File: config.mk
export PLATFORM = sky130hd
export DESIGN_NAME = ddr_out_path_seq
export DESIGN_NICKNAME = d
export VERILOG_FILES = /design/src/rtl/ddr_io_pkg.sv /design/src/rtl/io_seq_counter.sv /design/src/rtl/ddr_out_path_seq.sv
export SDC_FILE = /design/constraint.sdc
export NUM_CORES = 1
export LEC_CHECK = 0
export ABC_AREA = 1
export BUFFER_PORTS_ARGS = -buffer_cell sky130_fd_sc_hd__buf_2
export CORE_ASPECT_RATIO = 0.7
export CORE_UTILIZATION = 39
export CTS_CLUSTER_DIAMETER = 40
export DETAILED_ROUTE_END_ITERATION = 8
export HOLD_SLACK_MARGIN = 0.08
export PLACE_DENSITY = 0.59
export SLEW_MARGIN = 40
export SYNTH_ARGS = -nofsm -noshare
export SYNTH_HDL_FRONTEND = slang
export SYNTH_SLANG_ARGS = --single-unit
File: constraint.sdc
create_clock -name clk -period 1.73 [get_ports clk]
set_input_delay 0.173 -clock clk [delete_from_list [all_inputs] [get_ports clk]]
set_output_delay 0.173 -clock clk [all_outputs]
set_load 0.005 [all_outputs]
File: src/rtl/ddr_io_pkg.sv
// Shared types and constants for the DDR output path sequencer.
package ddr_io_pkg;

  typedef enum logic [2:0] {
    ST_IDLE   = 3'd0,
    ST_WAKE   = 3'd1,
    ST_ARM    = 3'd2,
    ST_ACTIVE = 3'd3,
    ST_DRAIN  = 3'd4
  } seq_state_t;

  localparam logic [1:0] IDLE_PATTERN_DEF = 2'b00;
  localparam int         UNDERRUN_W       = 16;

  // Registered output bundle; one field per pad-side control.
  typedef struct packed {
    logic       ibuf_en;
    logic       oddr_rst;
    logic       oddr_en;
    logic       obuf_oe;
    logic       ready;
    logic [1:0] oddr_d;
    logic       done;
  } path_out_t;

  function automatic logic [UNDERRUN_W-1:0] sat_inc(input logic [UNDERRUN_W-1:0] v);
    return (&v) ? v : v + UNDERRUN_W'(1);
  endfunction

endpackage

File: src/rtl/io_seq_counter.sv
// Loadable down-counter with zero flag; times the settle and flush windows.
module io_seq_counter #(
  parameter int CNT_W = 8
) (
  input  logic             clk,
  input  logic             rst,
  input  logic             load,
  input  logic [CNT_W-1:0] load_val,
  input  logic             dec,
  output logic [CNT_W-1:0] count,
  output logic             zero
);

  always_ff @(posedge clk) begin
    if (rst) begin
      count <= '0;
    end else if (load) begin
      count <= load_val;
    end else if (dec && (count != '0)) begin
      count <= count - CNT_W'(1);
    end
  end

  assign zero = (count == '0);

endmodule

File: src/rtl/ddr_out_path_seq.sv
// Power-up / streaming / shutdown sequencer for the differential DDR output path.
module ddr_out_path_seq
  import ddr_io_pkg::*;
#(
  parameter int         SETTLE_CYCLES = 4,
  parameter int         FLUSH_CYCLES  = 2,
  parameter logic [1:0] IDLE_PATTERN  = IDLE_PATTERN_DEF,
  parameter int         CNT_W         = 8
) (
  input  logic                  clk,
  input  logic                  rst,
  input  logic                  start,
  input  logic                  stop,
  input  logic                  tx_valid,
  input  logic [1:0]            tx_data,
  output logic                  tx_ready,
  output logic                  ibuf_en,
  output logic                  oddr_rst,
  output logic                  oddr_en,
  output logic [1:0]            oddr_d,
  output logic                  obuf_oe,
  output logic                  busy,
  output logic                  done,
  output logic [UNDERRUN_W-1:0] underrun_cnt
);

  localparam logic [CNT_W-1:0] SETTLE_LOAD = CNT_W'(SETTLE_CYCLES - 1);
  localparam logic [CNT_W-1:0] FLUSH_LOAD  = CNT_W'(FLUSH_CYCLES - 1);

  localparam path_out_t OUT_IDLE = '{
    ibuf_en:  1'b0,
    oddr_rst: 1'b1,
    oddr_en:  1'b0,
    obuf_oe:  1'b0,
    ready:    1'b0,
    oddr_d:   IDLE_PATTERN,
    done:     1'b0
  };

  seq_state_t       state, state_nxt;
  path_out_t        out_q, out_nxt;
  logic             cnt_load, cnt_dec, cnt_zero;
  logic [CNT_W-1:0] cnt_val, cnt;
  logic             accept;

  io_seq_counter #(.CNT_W(CNT_W)) u_cnt (
    .clk      (clk),
    .rst      (rst),
    .load     (cnt_load),
    .load_val (cnt_val),
    .dec      (cnt_dec),
    .count    (cnt),
    .zero     (cnt_zero)
  );

  // A word offered alongside stop is refused, so acceptance gates on stop directly.
  assign accept  = (state == ST_ACTIVE) && tx_valid && !stop;
  assign cnt_dec = (state == ST_WAKE) || (state == ST_DRAIN);

  always_ff @(posedge clk) begin
    if (rst) begin
      state <= ST_IDLE;
    end else begin
      state <= state_nxt;
    end
  end

  always_comb begin
    state_nxt = state;
    cnt_load  = 1'b0;
    cnt_val   = '0;
    unique case (state)
      ST_IDLE: begin
        if (start) begin
          state_nxt = ST_WAKE;
          cnt_load  = 1'b1;
          cnt_val   = SETTLE_LOAD;
        end
      end
      ST_WAKE: begin
        if (stop) begin
          state_nxt = ST_IDLE;
        end else if (cnt_zero) begin
          state_nxt = ST_ARM;
        end
      end
      ST_ARM: begin
        state_nxt = stop ? ST_IDLE : ST_ACTIVE;
      end
      ST_ACTIVE: begin
        if (stop) begin
          state_nxt = ST_DRAIN;
          cnt_load  = 1'b1;
          cnt_val   = FLUSH_LOAD;
        end
      end
      ST_DRAIN: begin
        if (cnt_zero) begin
          state_nxt = ST_IDLE;
        end
      end
      default: state_nxt = ST_IDLE;
    endcase
  end

  // Outputs are decoded from the next state so they line up with the state register.
  always_comb begin
    out_nxt = OUT_IDLE;
    unique case (state_nxt)
      ST_IDLE: out_nxt = OUT_IDLE;
      ST_WAKE: begin
        out_nxt.ibuf_en = 1'b1;
      end
      ST_ARM: begin
        out_nxt.ibuf_en  = 1'b1;
        out_nxt.oddr_rst = 1'b0;
        out_nxt.oddr_en  = 1'b1;
      end
      ST_ACTIVE: begin
        out_nxt.ibuf_en  = 1'b1;
        out_nxt.oddr_rst = 1'b0;
        out_nxt.oddr_en  = 1'b1;
        out_nxt.obuf_oe  = 1'b1;
        out_nxt.ready    = 1'b1;
        out_nxt.oddr_d   = accept ? tx_data : IDLE_PATTERN;
      end
      ST_DRAIN: begin
        out_nxt.ibuf_en  = 1'b1;
        out_nxt.oddr_rst = 1'b0;
        out_nxt.oddr_en  = 1'b1;
        out_nxt.obuf_oe  = 1'b1;
      end
      default: out_nxt = OUT_IDLE;
    endcase
    out_nxt.done = (state == ST_DRAIN) && (state_nxt == ST_IDLE);
  end

  always_ff @(posedge clk) begin
    if (rst) begin
      out_q <= OUT_IDLE;
    end else begin
      out_q <= out_nxt;
    end
  end

  always_ff @(posedge clk) begin
    if (rst) begin
      underrun_cnt <= '0;
    end else if ((state == ST_ACTIVE) && !tx_valid) begin
      underrun_cnt <= sat_inc(underrun_cnt);
    end
  end

  assign ibuf_en  = out_q.ibuf_en;
  assign oddr_rst = out_q.oddr_rst;
  assign oddr_en  = out_q.oddr_en;
  assign oddr_d   = out_q.oddr_d;
  assign obuf_oe  = out_q.obuf_oe;
  assign done     = out_q.done;
  assign tx_ready = out_q.ready && !stop;
  assign busy     = (state != ST_IDLE);

endmodule

# Word-level counts from Yosys, hierarchy flattened

Cells that the tools add are included.

Bits in registers: 35
Bits of input ports: 7
Output and inout port bits: 25
Logic and storage cells: 64

$add $sub $neg: 2
Equality and inequality tests: 8
Mux-type cells: 20
Bitwise logic cells: 3
Reduce and logical (&&, ||, !) cells: 21

Operators with widths:

| cell                                                               | number |
|---|---|
| 3-bit 2-to-1 mux                                                   | 6 |
| 16-bit by 1-bit adder with 16-bit output, second input constant    | 1 |
| 8-bit 2-to-1 mux                                                   | 2 |
| 16-bit AND reduction                                               | 1 |
| 3-bit one-hot mux with 5 select lines                              | 1 |
| 3-bit by 2-bit == test with 1-bit output, second input constant    | 4 |
| 8-bit zero test                                                    | 1 |
| 2-bit 2-to-1 mux                                                   | 4 |
| 8-bit nonzero test                                                 | 1 |
| 8-bit by 1-bit subtractor with 8-bit output, second input constant | 1 |
| 3-bit by 1-bit == test with 1-bit output, second input constant    | 2 |
| 3-bit == test, second input constant                               | 2 |
| 1-bit logical AND                                                  | 6 |
| 3-bit zero test                                                    | 2 |
| 3-bit OR reduction                                                 | 2 |
| 1-bit 2-to-1 mux                                                   | 5 |
| 2-bit one-hot mux with 2 select lines                              | 1 |
| 4-bit OR reduction                                                 | 1 |
| 1-bit NOT                                                          | 3 |
| 3-bit nonzero test                                                 | 1 |
| 1-bit zero test                                                    | 2 |
| 1-bit one-hot mux with 2 select lines                              | 1 |
| 2-bit AND reduction                                                | 1 |
| 2-bit nonzero test                                                 | 1 |
| other kinds (2)                                                    | 2 |

# Depth between registers and ports, before layout

Depth in word-level cells: 7
Depth in mapped cells: 11
Depth with buffers taken out: 11

# By module

A second synthesis with hierarchy kept.

Cells, all modules: 310
Area, all modules: 2009.4 um^2

By module, submodules not included:

| module           | times used | cells an instance | area an instance (um^2) | seq. area each (um^2) |
|---|---|---|---|---|
| ddr_out_path_seq | 1          | 206               | 1408.9                  | 540.5 |
| io_seq_counter   | 1          | 104               | 600.6                   | 160.2 |

# Least setup slack after synthesis

Ideal clock, no wire load.

Kind: register to register
Start point: register underrun_cnt[0]
End point: register underrun_cnt[0]
Setup time: 0.069 ns
Data arrival time: 1.427 ns
Data required time: 1.661 ns
Slack: 0.234 ns
Stages on the path, launching flop included: 11
Buffers on the path: 1
Clock period less this slack: 1.496 ns
Path through: dfxtp_1 > ha_1 > nand2_2 > nor2_4 > nand2_2 > nor2_4 > nor2_4 > inv_6 > buf_12 > nand2_2 > a21oi_2

Word-level cells in the longest chain between the ends: 3
Elaborated cells between the ends (all ways): 4
Classes of those cells: add/sub: 1; bitwise: 1; reduce/logical: 2

Ends and longest elaborated chain:

| what                                                                                             | RTL line                | RTL |
|---|---|---|
| start: declaration                                                                               | ddr_out_path_seq.sv:24  | `output logic [UNDERRUN_W-1:0] underrun_cnt` |
| start signal: assignment                                                                         | ddr_out_path_seq.sv:150 | `underrun_cnt <= sat_inc(underrun_cnt);` |
| parallel branches: the longest is 3 deep, another holds 16-bit by 1-bit adder with 16-bit output | -                       |  |

Parallel ways; which one is timed is not known.
A chain may end at the register's enable or synchronous reset.

# Worst setup path after layout

Start point: register u_cnt.count[1]
End point: register u_cnt.count[3]

Word-level cells in the longest chain between the ends: 3
Elaborated cells between the ends (all ways): 6
Classes of those cells: add/sub: 1; mux: 2; reduce/logical: 3

Ends and longest elaborated chain:

| what                                                                                     | RTL line                                   | RTL |
|---|---|---|
| start: declaration                                                                       | io_seq_counter.sv:10                       | `output logic [CNT_W-1:0] count,` |
| start signal: assignment                                                                 | io_seq_counter.sv:18                       | `count <= load_val;` |
| start signal: assignment                                                                 | io_seq_counter.sv:20                       | `count <= count - CNT_W'(1);` |
| 8-bit by 1-bit subtractor with 8-bit output / 8-bit nonzero test (equally long branches) | io_seq_counter.sv:20, io_seq_counter.sv:19 |  |
| 8-bit 2-to-1 mux / 1-bit logical AND (equally long branches)                             | io_seq_counter.sv:19                       | `end else if (dec && (count != '0)) begin` |
| 8-bit 2-to-1 mux / 2-bit nonzero test (equally long branches)                            | -                                          |  |

Parallel ways exist; a longest one is shown, timed or not. The select of a mux whose other input is x is not followed.

==> results.sh <==
export IMPL_finalClockSkew_ns=0.00499
export IMPL_cp_arrival_ns=1.79
export IMPL_startpoint_type="flop"
export IMPL_clkSlewWorstSetupHoldPaths_ns=0.08
export IMPL_die_area_mm2=0.00534
export IMPL_viasPerCell=4.68
export IMPL_fin_crit_ns=1.56
export IMPL_min_path_type="primary input to flop"
export IMPL_synth_xor_area_share_pct=4.45
export IMPL_ant_nets=0
export IMPL_max_cap_violations=0
export IMPL_p_seq_share_pct=44.4
export IMPL_synth_adder_area_share_pct=1.91
export IMPL_final_layout_size_suffix_gt1_share_pct=24.9
export IMPL_syn_to_final_growth_pct=20.6
export IMPL_netSwitchingFraction_pct=28.4
export IMPL_slowest_delay_ns=0.35
export IMPL_cts_tree="built"
export IMPL_first_pass_iters=4
export IMPL_end_kind="flop"
export IMPL_yosysWarnings=0
export IMPL_synth_cell_type_count=24
export IMPL_hold_viol_final=0
export IMPL_cts_made_buffers=5
export IMPL_fin_nets=346
export IMPL_clock_latency_ns=0.29
export IMPL_place_inst=396
export IMPL_grt_usage_pct=18.7
export IMPL_dp_hpwl_um=3340
export IMPL_finalCritPeriodShare_pct=90.1
export IMPL_cp_cell_sequence="inv_1 > ha_1 > nand2_1 > o21ai_0 > nand2_1 > nand2_1 > nand2_1 > a21oi_1"
export IMPL_relSlewSlack_pct=74.2
export IMPL_worst_path_buf_inv=1
export IMPL_p_leak_nw=1.07
export IMPL_syn_inst=291
export IMPL_drc=0
export IMPL_initial_core_util_pct=41.0
export IMPL_critical_path_top_delay_family="simple AND/OR/NAND/NOR gates"
export IMPL_first_global_vias=1642
export IMPL_synthSimpleGateAreaFrac_pct=38.9
export IMPL_max_freq_ghz=0.641
export IMPL_die_h_um=61.5
export IMPL_grt_antenna_before_repair=0
export IMPL_p_per_area_mw_per_mm2=814
export IMPL_drv_slew=0
export IMPL_p_sw_mw=0.549
export IMPL_h_tree_depth=2
export IMPL_slowest_stage="dfxtp_1"
export IMPL_overflow=0
export IMPL_cp_data_required_time_ns=1.96
export IMPL_ys_seq_elements=35
export IMPL_wl_per_cell_um=11.1
export IMPL_syn_avg_cell_area_um2=6.77
export IMPL_clock_path_buffers=2
export IMPL_synth_top_family_by_area="simple AND/OR/NAND/NOR gates"
export IMPL_cts_sinks=35
export IMPL_cts_root_buf="clkbuf_8"
export IMPL_row_count=21
export IMPL_ys_seq_area_share_pct=35.6
export IMPL_ir_drop_mv=0.465
export IMPL_ys_top_cells_by_area="dfxtp_1 36%, nand2_1 16%, nor2_1 6.7%"
export IMPL_ios=32
export IMPL_finalInstanceArea_mm2=0.00237
export IMPL_synth_compound_area_share_pct=9.09
export IMPL_fillers=501
export IMPL_muxShareOfSynthArea_pct=0
export IMPL_grt_max_degree=22
export IMPL_drt_initial_drc_count=99
export IMPL_crit_fanout=8
export IMPL_dpl_cell_area_mm2=0.00224
export IMPL_status="finished, final reports clean"
export IMPL_dr_total_vias=1899
export IMPL_rsz0062_at_grt="no"
export IMPL_drt_total_wl_um=4500
export IMPL_globalplace_congestion=0.824
export IMPL_yosysTopAreaCell="dfxtp_1"
export IMPL_port_buffers=31
export IMPL_core_mm2=0.00481
export IMPL_synth_top_area_share_pct=35.6
export IMPL_final_setup_viol_count=0
export IMPL_synth_nets=301
export IMPL_worstMarginPinSlew_ns=0.385
export IMPL_holdWs_ns=0.223
export IMPL_intPower_mw=1.38
export IMPL_syn_area_mm2=0.00197
export IMPL_grt_pass1_wl_um=7700
export IMPL_pwr_share_clk_pct=39.4
export IMPL_pwr_share_comb_pct=16.3
export IMPL_setup_tns_ns=0
export IMPL_layoutNonFillerInstCount=406
export IMPL_die_w_um=86.9
export IMPL_crit_path_frequent_cell="nand2_1"
export IMPL_criticalPathCategory="flop to flop"
export IMPL_antenna_cells=0
## metal layers
metal / GRT usage, % / up-vias / wire length, um
met2: 25.8 / 47 / 1710
met4: 5.00 / 0 / 42
li1: - / 1004 / -
met3: 4.83 / 5 / 303
met5: 0 / - / 0
met1: 28.3 / 843 / 2440
## power groups by stage
| stage | sequential [mW] | clock [mW] | combinational (mW) |
|---|---|---|---|
| global placement | 0.874 | 0 | 0.303 |
| detailed placement | 0.875 | 0 | 0.307 |
| CTS | 0.857 | 0.777 | 0.312 |
| finish | 0.857 | 0.761 | 0.314 |
| global route | 0.862 | 0.806 | 0.365 |
| floorplan | 0.871 | 0 | 0.228 |
## state kept, by name (all words and copies together), names as in the netlist
signal and count:
done 1, underrun_cnt 16, oddr_d 2, oddr_en 1, ibuf_en 1, out_q 1, state 3, oddr_rst 1
obuf_oe 1, u_cnt.count 8
## worst register-to-register path: stages, from the launching register on
cell and delay [ns]:
dfxtp_1 0.35, inv_1 0.09, ha_1 0.16, nand2_1 0.05, o21ai_0 0.28, nand2_1 0.27
nand2_1 0.12, nand2_1 0.06, a21oi_1 0.11
## final timing paths
check	start	to	slack, ns	cells after the start
max	u_cnt.count[1]$_SDFFE_PP0P_	u_cnt.count[3]$_SDFFE_PP0P_	0.17	8
min	stop	oddr_d[1]$_SDFF_PP0_	0.22	4
max reg2reg	u_cnt.count[1]$_SDFFE_PP0P_	u_cnt.count[3]$_SDFFE_PP0P_	0.17	8
min reg2reg	u_cnt.count[3]$_SDFFE_PP0P_	u_cnt.count[3]$_SDFFE_PP0P_	0.51	2
## cell usage after synthesis
master and count:
buf_4 3, nand3b_1 2, dfxtp_1 35, buf_12 1, nand4_1 6, nor2_2 1
xnor2_1 5, nand3_1 26, ha_1 3, a21oi_1 14, inv_1 30, nand2_2 13
nor2_4 4, inv_2 4, o21ai_1 1, xor2_1 5, buf_6 1, a21oi_2 9
nor3_1 1, nand2_1 84, clkbuf_1 2, o21ai_0 5, nor2_1 35, inv_6 1
## cell type report
cell class	count	area [um2]	share of cell area (%)
Timing Repair Buffer	45	265	11.2
Tap cell	69	86.3	3.64
Sequential cell	35	701	29.5
Clock buffer	5	68.8	2.90
Inverter	35	136	5.74
Multi-Input combinational cell	214	1070	45.2
Clock inverter	3	43.8	1.84
## logic make-up (layout without fill, tap and decap cells)
family / count (synthesis) / count (layout)
AOI/OAI and AO/OA: 29 / 29
DFF: 35 / 35
adders and majority gates: 3 / 3
buffers and inverters: 42 / 88
xor gates and xnor gates: 10 / 10
and+or+nand+nor: 172 / 172
## repair_timing
item,in CTS,in global routing
setup buffers,0,0
hold endpoints to repair,2,0
gates resized for setup,0,1
hold buffers,2,0
endpoints found under the setup margin,0,1
## stage by stage
step / setup slack (ns) / utilization, % / total power, mW
detailed placement: 0.172 / 46.6 / 1.18
finish: 0.170 / 49.4 / 1.93
global route: 0.0364 / 49.4 / 2.03
CTS: 0.139 / 49.3 / 1.95
global placement: 0.223 / 46.6 / 1.18
floorplan: 0.234 / - / 1.10
## layout by cell type (no fill, tap or decap)
cell | synthesis | final
nand2_1 | 84 | 84
clkbuf_8 | 0 | 5
bufinv_16 | 0 | 1
inv_6 | 1 | 1
clkinv_4 | 0 | 1
nor3_1 | 1 | 1
nand2_2 | 13 | 13
inv_1 | 30 | 30
inv_2 | 4 | 4
o21ai_0 | 5 | 5
nand4_1 | 6 | 6
ha_1 | 3 | 3
xnor2_1 | 5 | 5
nand3_1 | 26 | 26
nor2_1 | 35 | 34
dlygate4sd3_1 | 0 | 2
nor2_2 | 1 | 2
buf_4 | 3 | 12
o21ai_1 | 1 | 1
nor2_4 | 4 | 4
buf_2 | 0 | 31
a21oi_2 | 9 | 9
dfxtp_1 | 35 | 35
nand3b_1 | 2 | 2
clkinv_2 | 0 | 1
a21oi_1 | 14 | 14
xor2_1 | 5 | 5
Note: power is estimated with default switching activity, not from simulation.
